**src/rtl/shift_ctrl_pkg.sv**
```systemverilog
// Shared types and constants for the parallel-load shift register sequencer.
package shift_ctrl_pkg;

    typedef enum logic [1:0] {
        IDLE  = 2'd0,
        SHIFT = 2'd1,
        DONE  = 2'd2
    } state_t;

    localparam int DEFAULT_WIDTH = 8;

endpackage

```
**src/rtl/mux_dff_chain.sv**
```systemverilog
// WIDTH mux-DFF cells: each cell selects parallel-in on load, its lower
// neighbour (or shift_in at the LSB) on shift, and otherwise holds.
module mux_dff_chain #(
    parameter int WIDTH = 8
) (
    input  logic             clk,
    input  logic             rst_n,
    input  logic             load,
    input  logic             shift,
    input  logic [WIDTH-1:0] par_in,
    input  logic             shift_in,
    output logic [WIDTH-1:0] q
);

    logic [WIDTH-1:0] shift_src_s;

    assign shift_src_s = {q[WIDTH-2:0], shift_in};

    for (genvar i = 0; i < WIDTH; i++) begin : g_cell
        logic d_s;
        logic q_cell_r;

        // Cell input mux; load has priority over shift.
        always_comb begin
            d_s = q_cell_r;
            if (load) begin
                d_s = par_in[i];
            end else if (shift) begin
                d_s = shift_src_s[i];
            end else begin
                d_s = q_cell_r;
            end
        end

        // Cell storage.
        always_ff @(posedge clk or negedge rst_n) begin
            if (!rst_n) begin
                q_cell_r <= 1'b0;
            end else begin
                q_cell_r <= d_s;
            end
        end

        assign q[i] = q_cell_r;
    end

endmodule

```
**src/rtl/shift_load_ctrl.sv**
```systemverilog
// Load/shift sequencer driving a mux-DFF chain, MSB-first serial output.
// Optional macro SHIFT_LOAD_CTRL_ROTATE_EN: shift-in bit is the MSB (rotate).
module shift_load_ctrl
    import shift_ctrl_pkg::*;
#(
    parameter  int WIDTH = DEFAULT_WIDTH,
    localparam int CNT_W = $clog2(WIDTH)
) (
    input  logic             clk,
    input  logic             rst_n,
    input  logic             in_valid,
    output logic             in_ready,
    input  logic [WIDTH-1:0] in_data,
    input  logic             stall,
    input  logic             ser_in,
    output logic             ser_out,
    output logic             ser_valid,
    output logic [WIDTH-1:0] q,
    output logic             busy,
    output logic             done
);

    localparam logic [CNT_W-1:0] CNT_LAST = CNT_W'(WIDTH - 1);

    state_t           state_r;
    logic [CNT_W-1:0] cnt_r;
    logic             in_ready_r;
    logic             busy_r;
    logic             done_r;
    logic             load_s;
    logic             shift_s;
    logic             shift_in_s;

    // in_ready is registered and only high in IDLE, so it gates acceptance.
    assign load_s  = (state_r == IDLE) && in_valid && in_ready_r;
    assign shift_s = (state_r == SHIFT) && !stall;

`ifdef SHIFT_LOAD_CTRL_ROTATE_EN
    assign shift_in_s = q[WIDTH-1];
`else
    assign shift_in_s = ser_in;
`endif

    mux_dff_chain #(.WIDTH(WIDTH)) u_chain (
        .clk      (clk),
        .rst_n    (rst_n),
        .load     (load_s),
        .shift    (shift_s),
        .par_in   (in_data),
        .shift_in (shift_in_s),
        .q        (q)
    );

    // Sequencer FSM; status outputs are registered from the next state.
    always_ff @(posedge clk or negedge rst_n) begin
        if (!rst_n) begin
            state_r    <= IDLE;
            cnt_r      <= {CNT_W{1'b0}};
            in_ready_r <= 1'b1;
            busy_r     <= 1'b0;
            done_r     <= 1'b0;
        end else begin
            case (state_r)
                IDLE: begin
                    done_r <= 1'b0;
                    if (load_s) begin
                        state_r    <= SHIFT;
                        cnt_r      <= {CNT_W{1'b0}};
                        in_ready_r <= 1'b0;
                        busy_r     <= 1'b1;
                    end else begin
                        in_ready_r <= 1'b1;
                        busy_r     <= 1'b0;
                    end
                end
                SHIFT: begin
                    if (shift_s && (cnt_r == CNT_LAST)) begin
                        state_r <= DONE;
                        cnt_r   <= {CNT_W{1'b0}};
                        done_r  <= 1'b1;
                    end else if (shift_s) begin
                        cnt_r <= cnt_r + CNT_W'(1);
                    end else begin
                        cnt_r <= cnt_r;
                    end
                end
                DONE: begin
                    state_r    <= IDLE;
                    done_r     <= 1'b0;
                    busy_r     <= 1'b0;
                    in_ready_r <= 1'b1;
                end
                default: begin
                    state_r    <= IDLE;
                    cnt_r      <= {CNT_W{1'b0}};
                    in_ready_r <= 1'b1;
                    busy_r     <= 1'b0;
                    done_r     <= 1'b0;
                end
            endcase
        end
    end

    assign in_ready  = in_ready_r;
    assign busy      = busy_r;
    assign done      = done_r;
    assign ser_valid = (state_r == SHIFT) && !stall;
    assign ser_out   = q[WIDTH-1];

endmodule

```
**config.mk**
```make
export PLATFORM = sky130hd
export DESIGN_NAME = shift_load_ctrl
export DESIGN_NICKNAME = d
export VERILOG_FILES = /design/src/rtl/shift_ctrl_pkg.sv /design/src/rtl/mux_dff_chain.sv /design/src/rtl/shift_load_ctrl.sv
export SDC_FILE = /design/constraint.sdc
export NUM_CORES = 1
export LEC_CHECK = 0
export CAP_MARGIN = 10
export CORE_MARGIN = 5
export CORE_UTILIZATION = 45
export DETAILED_ROUTE_END_ITERATION = 16
export PLACE_DENSITY_LB_ADDON = 0.15
export RECOVER_POWER = 50
export SLEW_MARGIN = 20
export SYNTH_ARGS = -nofsm -noshare
export SYNTH_HDL_FRONTEND = slang
export SYNTH_SLANG_ARGS = --single-unit
```
**constraint.sdc**
```tcl
create_clock -name clk -period 3.81 [get_ports clk]
set_input_delay 0.5715 -clock clk [delete_from_list [all_inputs] [get_ports clk]]
set_output_delay 0.5715 -clock clk [all_outputs]
set_load 0.005 [all_outputs]
```
==> results by group <==
Status
  – Outcome: completed

Power and ir drop
  – Internal power component: 0.000500 W
  – Pwr Total: 0.000717 W
  – Combinational cell fraction of total power: 0.426
  – IR Drop Worst-Case VDD: 339 uV
  – Clock network fraction of design power: 0.157
  – Net switching power figure: 0.000217 W
  – Leak Pwr: 0.448 nW
  – Total power density per cell area: 675 nW/um^2
  – Net Sw Frac: 0.302
  – Reg power frac: 0.416

Timing
  – Final sum of negative setup slack: 0 ns
  – Maximum operating frequency: 0.383 GHz
  – Setup repair after global routing missed its margin: false
  – Number of endpoints failing setup at the final stage: 0
  – Number of hold violations in the final report: 0
  – Worst clock skew on the final layout: 0.00743 ns
  – Slew Viols, Final: 0
  – Share of the clock period used by the worst path: 0.686
  – Worst slew margin: 0.548
  – Time the final worst path needs with I/O delays and setup: 2.61 ns
  – Fin worst setup slack: 1.20 ns
  – Least-Margin Pin Slew: 0.676 ns

Clocking
  – CTS hold repair buffers: 0
  – Max clock buf depth: 2
  – Clock tree root buffer cell: clkbuf_4
  – Clock transition at the register clock pins on the worst setup and hold paths after CTS: 0.10 ns
  – Clock tree from TritonCTS: built
  – CTS HTree Levels: 1
  – Count of buffers added by post-CTS timing repair for setup: 0
  – Clock latency of the later-clocked register in the worst-skew pair: 0.29 ns
  – Number of buffers created by CTS: 3
  – Post_cts resized: 0
  – Sink Count: 16

Setup path
  – Startpoint type of the worst setup path: input pin
  – Critical path arrival: 2.04 ns
  – Critical Path Slowest Stage Cell: dlygate4sd3_1
  – Kind of capture point of the worst setup path: output pin
  – Required time at the endpoint of the critical path: 3.24 ns
  – CP max stage delay: 0.58 ns
  – Total buffers and inverters traversed by the critical path: 4
  – Worst Setup Path Type: input pin to output pin
  – Cell family with most CP delay: buffers and inverters
  – Ordered cell list for the critical path: dlygate4sd3_1, inv_1, nand2_2, inv_1, clkdlybuf4s50_1
  – CP max FO: 9
  – Most prevalent standard cell on the critical path: inv_1

Die
  – Die area: 2790 sq um
  – Floorplan core area: 1730 sq um
  – I/O pin count: 26
  – Initial core utilization: 0.478
  – Row cnt: 15
  – Die X: 52.8 um
  – Die H: 52.8 um

Synth
  – Sequential share of the synthesized area: 0.487
  – Top-area cell type share of the netlist area: 0.455
  – Yosys warning total: 0
  – Number of nets in the synthesized netlist: 84
  – Yosys reg bits: 16
  – Top cells by area, synth: dfrtp_1, o221a_1, buf_4
  – Post-synthesis cell type with the largest combined area: dfrtp_1
  – Number of instances in the synthesized netlist: 69
  – Mean instance size in the synthesized netlist: 11.9 sq um
  – Netlist area before placement: 825 sq um
  – Distinct cells, synth: 25

Cells and area
  – # nets final: 104
  – Post-route design area: 1060 sq um
  – Ant. Diodes: 0
  – Layout cells sized above 1: 0.102
  – Area growth, synth to finish: 28.8%

Global route
  – Pin count of the biggest net entering global routing: 17
  – Grt ovf: 0
  – Global routing usage on met1: 0.173
  – Global routing usage summed across all routing layers: 0.140
  – Global-route met2 utilization: 0.227
  – Global Route met3 Usage: 0.0256
  – Antenna violations before repair: 0
  – Global-route wire length before repair: 2770 um
  – Number of global-route vias before repair: 593
  – Layer with the highest usage: met2

Detailed routing
  – Count of nets left with antenna violations after detail routing: 0
  – Wirelength, routed: 1630 um
  – Detailed-route via count: 568
  – Drt first pass iters: 4
  – Starting DRT DRC Count: 3
  – Detail-routed net length per standard cell: 14.4 um
  – Remaining design rule violation count: 0
  – Post-detailed-route via-to-cell ratio: 5.03

Placed design
  – Placer congestion estimate: 0.745
  – Cell area after placement: 1030 sq um
  – Worst setup slack before clock tree synthesis: 1.32 ns
  – DP HPWL: 1240 um
  – Number of I/O port buffers: 25

Hold path
  – Worst hold path class: flop to flop

Flow run
  – Max_cap viols: 0
[layer usage]
| layer | routed length, um | vias up |
|---|---|---|
| li1 | - | 277 |
| met1 | 690 | 274 |
| met2 | 842 | 15 |
| met3 | 84 | 2 |
| met4 | 14 | 0 |
| met5 | 0 | - |
[through the flow]
stage	cells	hold WS, ns	util
detailed placement	109	0.479	0.596
CTS	113	0.506	0.617
global placement	109	0.477	0.596
floorplan	69	0.276	-
global route	113	0.538	0.615
finish	113	0.497	0.615
[power by group through the flow]
stage	clock (W)	combinational (W)	sequential, W
after floorplan	0	0.000216	0.000289
after CTS	0.000116	0.000315	0.000299
after detailed placement	0	0.000313	0.000303
final	0.000113	0.000306	0.000299
after global routing	0.000126	0.000338	0.000310
after global placement	0	0.000308	0.000298
[cells in the final DEF, fill, tap and decap left out, drive strengths merged, types with 2 or more instances in the layout]
cell / Yosys / final
or2b: 3 / 3
a21o: 4 / 4
ha: 2 / 2
clkbuf: 0 / 4
inv: 4 / 4
nand2b: 9 / 9
dfrtp: 15 / 15
dlygate4sd3: 0 / 3
clkdlybuf4s50: 0 / 22
o221a: 8 / 8
a21oi: 2 / 2
[registers in the layout, summed over array words and instances, names as in the netlist]
signal and count:
done 1, in_ready 1, u_chain.g_cell.q_cell_r 8, busy 1
state_r 2, cnt_r 3
[synthesized netlist by cell type]
master / number
a22o_1: 1
inv_1: 4
nand2_2: 1
ha_1: 2
o221a_1: 8
nor3_1: 1
nand2b_1: 9
or2b_1: 3
buf_6: 1
nand3b_1: 1
a21o_4: 1
and4bb_4: 1
nor2b_1: 1
and3_1: 1
a211oi_1: 1
dfrtp_1: 15
a21o_1: 1
nor2_1: 1
buf_4: 8
dfstp_2: 1
a21oi_1: 2
a31o_1: 1
mux2_1: 1
a21o_2: 2
buf_2: 1
[kinds of logic (layout without fill, tap and decap cells)]
kind of cell    after synthesis  in the layout  share of synthesized area
flops                        16             16                      0.487
compound gates               17             17                      0.200
mux                           1              1                     0.0137
simple gates                 19             19                      0.158
buf+inv                      14             33                      0.111
fa+ha+maj                     2              2                     0.0303
[layout make-up]
cell class	count	area [sq um]
multi-input cells	39	328
inverters	4	15.0
well taps	25	31.3
repair buffers	25	250
fillers	155	664
clock buffers	4	36.3
flip-flops and latches	16	402
[path summary, 6_finish.rpt]
path / to / startpoint / slack [ns] / cells past startpoint
worst min register to register: busy / busy / 0.50 / 1
worst max register to register: cnt_r[2] / in_ready / 2.18 / 3
worst max-delay path: ser_valid / stall / 1.20 / 5
max in group asynchronous: u_chain.g_cell[4].q_cell_r / rst_n / 2.62 / 1
worst min-delay path: busy / busy / 0.50 / 1
min in group asynchronous: cnt_r[2] / rst_n / 0.75 / 1
Power figures use the tool's default switching activity.
==> RTL edit 1 (config.mk and constraints unchanged) <==
`DEFAULT_WIDTH`: 8 -> 16.
--- a/src/rtl/shift_ctrl_pkg.sv
+++ b/src/rtl/shift_ctrl_pkg.sv
@@ -9,3 +9,3 @@
 
-    localparam int DEFAULT_WIDTH = 8;
+    localparam int DEFAULT_WIDTH = 16;
 
Interface: changed (resized in_data and q); port bits go from 26 to 42. The function was not compared with the original's and may differ.
==> RTL edit 1 against the original RTL <==
- via count is 83% higher
- wire length increased by 80%
- power grew 67%
- count of clock-buffer cells in the layout decreased by 1
- sequential cell count up 9
- final cell count up 67%
- design area increased by 52%
- area after synthesis is 60% higher
- worst setup slack worse by 0.47 ns
- clock power is 13% higher
- clock skew rose by 0.011 ns
- critical path type unchanged
==> RTL edit 1: results (changes against the original RTL) <==
| Metric | Value |
|---|---|
| Outcome | finished, final reports clean (unchanged) |
| Met1 Usage GRT | 17.8% (was 17.3%) |
| Int Power | 0.766 mW (was 0.500 mW) |
| Clock-cell share | 1.86% (was 3.42%) |
| Top Registers | u_chain.g_cell.q_cell_r x16, cnt_r x4, state_r x2 (was u_chain.g_cell.q_cell_r x8, cnt_r x3, state_r x2) |
| Clock buffers | 3 (was 4) |
| CP max stage delay | 0.62 ns (was 0.58 ns) |
| Setup slack after layout | 0.725 ns (was 1.20 ns) |
| First-pass GRT wire length | 5040 um (was 2770 um) |
| Fraction of area in registers | 38.7% (was 37.8%) |
| Largest net degree at the start of global routing | 26 (was 17) |
| Signal buffers share of area | 25.4% (was 23.6%) |
| Clock slew at reported path FFs | 0.16 ns (was 0.10 ns) |
| Met3 usage | 5.25% (was 2.56%) |
| Die X | 64.1 um (was 52.8 um) |
| Clk sink count | 25 (was 16) |
| Via count | 1041 (was 568) |
| Non-clk invs | 7 (was 4) |
| Leakage | 0.691 nW (was 0.448 nW) |
| Comb_multi_in | 80 (was 39) |
| Wire length on met3 | 230 um (was 84 um) |
| M2 GR Usage | 26.4% (was 22.7%) |
| Mux cell area share after synthesis | 1.52% (was 1.37%) |
| Max_slew headroom | 10.3% (was 54.8%) |
| CP Max Fanout | 16 (was 9) |
| Critical path's slowest cell | or3b_1 (was dlygate4sd3_1) |
| Clock group share of total power | 10.7% (was 15.7%) |
| Multi-input gate area in the final layout | 479 um^2 (was 328 um^2) |
| Final Total Pwr | 1.20 mW (was 0.717 mW) |
| Commonest cells post-synth | 24 x dfrtp_1, 20 x nand2_1, 17 x buf_4 (was 15 x dfrtp_1, 9 x nand2b_1, 8 x buf_4, 8 x o221a_1, 4 x inv_1) |
| M1 WL | 1270 um (was 690 um) |
| Bufs w/o clock | 42 (was 25) |
==> RTL edit 1: final timing paths <==
kind | endpoint | from | cells after the start
max reg2reg | u_chain.g_cell[15].q_cell_r | state_r[0] | 4
max | ser_valid | stall | 4
max in group asynchronous | cnt_r[2] | rst_n | 1
min | u_chain.g_cell[12].q_cell_r | rst_n | 1
min in group clk | busy | busy | 2
min reg2reg | busy | busy | 2
==> RTL edit 1: cell families (layout without fill, tap and decap cells) <==
group / count (synthesis) / in the layout
AOI/OAI and AO/OA: 29 / 29
muxes: 2 / 2
DFF: 25 / 25
adders and majority gates: 1 / 1
and+or+nand+nor: 48 / 48
buffers and inverters: 31 / 53
==> RTL edit 1: worst register-to-register path, cell delays in order (launching register included) <==
cell and delay [ns]:
dfrtp_1 0.50, or3b_1 0.54, clkinv_4 0.23, a22oi_1 0.23, o21ai_1 0.09
==> RTL edit 2 (same settings) <==
Without the edit above. Re-encode `state_t` (3 states) as one-hot, 3 bits wide.
--- a/src/rtl/shift_ctrl_pkg.sv
+++ b/src/rtl/shift_ctrl_pkg.sv
@@ -3,6 +3,6 @@
 
-    typedef enum logic [1:0] {
-        IDLE  = 2'd0,
-        SHIFT = 2'd1,
-        DONE  = 2'd2
+    typedef enum logic [2:0] {
+        IDLE  = 3'b001,
+        SHIFT = 3'b010,
+        DONE  = 3'b100
     } state_t;
Function: same outputs for any inputs over 10 cycles, from zero or initial values and one cycle with rst_n low; not proved beyond that.
==> RTL edit 2 against the original RTL <==
- design area is 6.8% higher
- die area increased by 7.5%
- area after synthesis grew 9.3%
- synthesized cell count is 25% higher
- worst setup slack better by 0.17 ns
- hold slack improved by 0.014 ns
- final cell count is 17% higher
- non-clock buffer count grew 1
- power up 0.92%
- wire length increased by 0.25%
- combinational power is 6.9% higher
- sequential cell count rose by 1
- fmax grew 7.0%
- critical endpoint unchanged
- largest power group unchanged
==> RTL edit 2: results (changes against the original RTL) <==
| Metric | Value |
|---|---|
| IO Port Bufs | 25 (unchanged) |
| Top Layer Used | met4 (unchanged) |
| Clk_lat worst skew | 0.30 ns |
| Vias in the first global route | 612 (was 593) |
| WL/cell | 12.4 um (was 14.4 um) |
| Commonest cells post-synth | 15 x dfrtp_1, 14 x nor2_1, 11 x mux2i_1 (was 15 x dfrtp_1, 9 x nand2b_1, 8 x buf_4, 8 x o221a_1, 4 x inv_1) |
| Layout cells sized above 1 | 10.5% (was 10.2%) |
| Routed wl met2 | 802 um (was 842 um) |
| H-tree Lvls | 1 (unchanged) |
| Post-CTS Hold Buffers | 0 (unchanged) |
| Max Root-Sink Buffers | 2 (unchanged) |
| Outcome | finished, final reports clean (unchanged) |
| Iter 0 DRT Violations | 14 (was 3) |
| Layout Nets | 121 (was 104) |
| Total GRT Usage | 12.2% (was 14.0%) |
| Worst EP arrival | 1.87 ns (was 2.04 ns) |
| Top Registers | u_chain.g_cell.q_cell_r x8, cnt_r x3, state_r x3 (was u_chain.g_cell.q_cell_r x8, cnt_r x3, state_r x2) |
| Leakage | 0.504 nW (was 0.448 nW) |
| Worst hold-check path type | register to register (unchanged) |
| Overflow after GRT | 0 (unchanged) |
| Clock slew at reported path FFs | 0.09 ns |
| PostCTS Resize Cnt | 0 (unchanged) |
| Yosys cell types | 24 (was 25) |
| Ant diodes | 0 (unchanged) |
| Syn_nets | 101 (was 84) |
| Met1 Usage GRT | 14.5% (was 17.3%) |
| Vias per inst | 4.76 (was 5.03) |
| Met3 usage | 3.27% (was 2.56%) |
| Post-CTS Setup Bufs | 0 (unchanged) |
| CP Max Fanout | 9 (unchanged) |
| M1 WL | 746 um (was 690 um) |
| DP HPWL | 1210 um (was 1240 um) |
| Synth area leaders | dfrtp_1 42%, mux2i_1 12%, buf_4 6.7% (was dfrtp_1 46%, o221a_1 11%, buf_4 7.3%) |
| Yosys warns | 0 (unchanged) |
| Worst vdd ir | 0.297 mV (was 0.339 mV) |
| Wire length on met3 | 84 um (unchanged) |
| First-pass GRT wire length | 2550 um (was 2770 um) |
| Post-synthesis sequential area ratio | 47.5% (was 48.7%) |
| Largest net degree at the start of global routing | 18 (was 17) |
| Cells after Synth | 86 (was 69) |
| FFs w/ async S/R, synth | 100% (unchanged) |
| Final WL | 1640 um (was 1630 um) |
| TritonCTS buffer count | 3 (unchanged) |
| Placer congestion estimate | 0.744 (was 0.745) |
| DRT Pass-1 Iters | 4 (unchanged) |
| Actual slew at the worst max-slew pin | 0.846 ns (was 0.676 ns) |
| Initial antenna violation count | 0 (unchanged) |
| Clock skew | 0.00819 ns (was 0.00743 ns) |
| CTS root buffer | clkbuf_4 (unchanged) |
| M2 GR Usage | 19.9% (was 22.7%) |
## RTL edit 2: critical path: stages, from the launching register on
cell	delay, ns
dfrtp_1	0.50
or3b_1	0.47
nor2_1	0.11
clkdlybuf4s50_1	0.50
## RTL edit 2: where the power goes
part | leakage [nW] | switching (mW) | internal (mW)
combinational | 0.285 | 0.137 | 0.189
sequential | 0.201 | 0.0518 | 0.247
clock | 0.0177 | 0.0588 | 0.0391
total | 0.504 | 0.248 | 0.476
## RTL edit 2: cells by family (layout without fill, tap and decap cells)
family | Yosys count | in the layout | share of synthesized area [%]
mux | 12 | 12 | 13.5
buf+inv | 13 | 32 | 9.86
compound gates | 15 | 15 | 11.0
flops | 17 | 17 | 47.5
fa+ha+maj | 2 | 2 | 2.78
simple gates | 27 | 27 | 15.4
## RTL edit 2: final timing paths
kind / start / end / slack (ns) / depth (start not counted)
hold reg to reg: done / done / 0.51 / 2
setup / recovery: state_r[2] / ser_valid / 1.37 / 3
hold / removal: done / done / 0.51 / 2
setup reg to reg: state_r[1] / u_chain.g_cell[1].q_cell_r / 1.95 / 5
max in group asynchronous: rst_n / done / 2.56 / 1
min in group asynchronous: rst_n / u_chain.g_cell[1].q_cell_r / 0.77 / 1
## RTL edit 2: area by class of cell
type / instances / area [um^2]
clock buffers: 3 / 22.5
clock inverters: 1 / 5.00
fillers: 181 / 807
inverters: 2 / 7.51
multi-input cells: 56 / 384
flip-flops and latches: 17 / 428
well taps: 27 / 33.8
repair buffers: 26 / 254
## RTL edit 2: metrics by stage
stage | utilization, % | cell area, um^2 | setup WS [ns]
final | 58.4 | 1130 | 1.37
after global routing | 58.4 | 1130 | 1.26
after CTS | 58.6 | 1140 | 1.35
after detailed placement | 57.2 | 1110 | 1.56
after global placement | 57.2 | 1110 | 1.58
after floorplan | - | 901 | 2.22
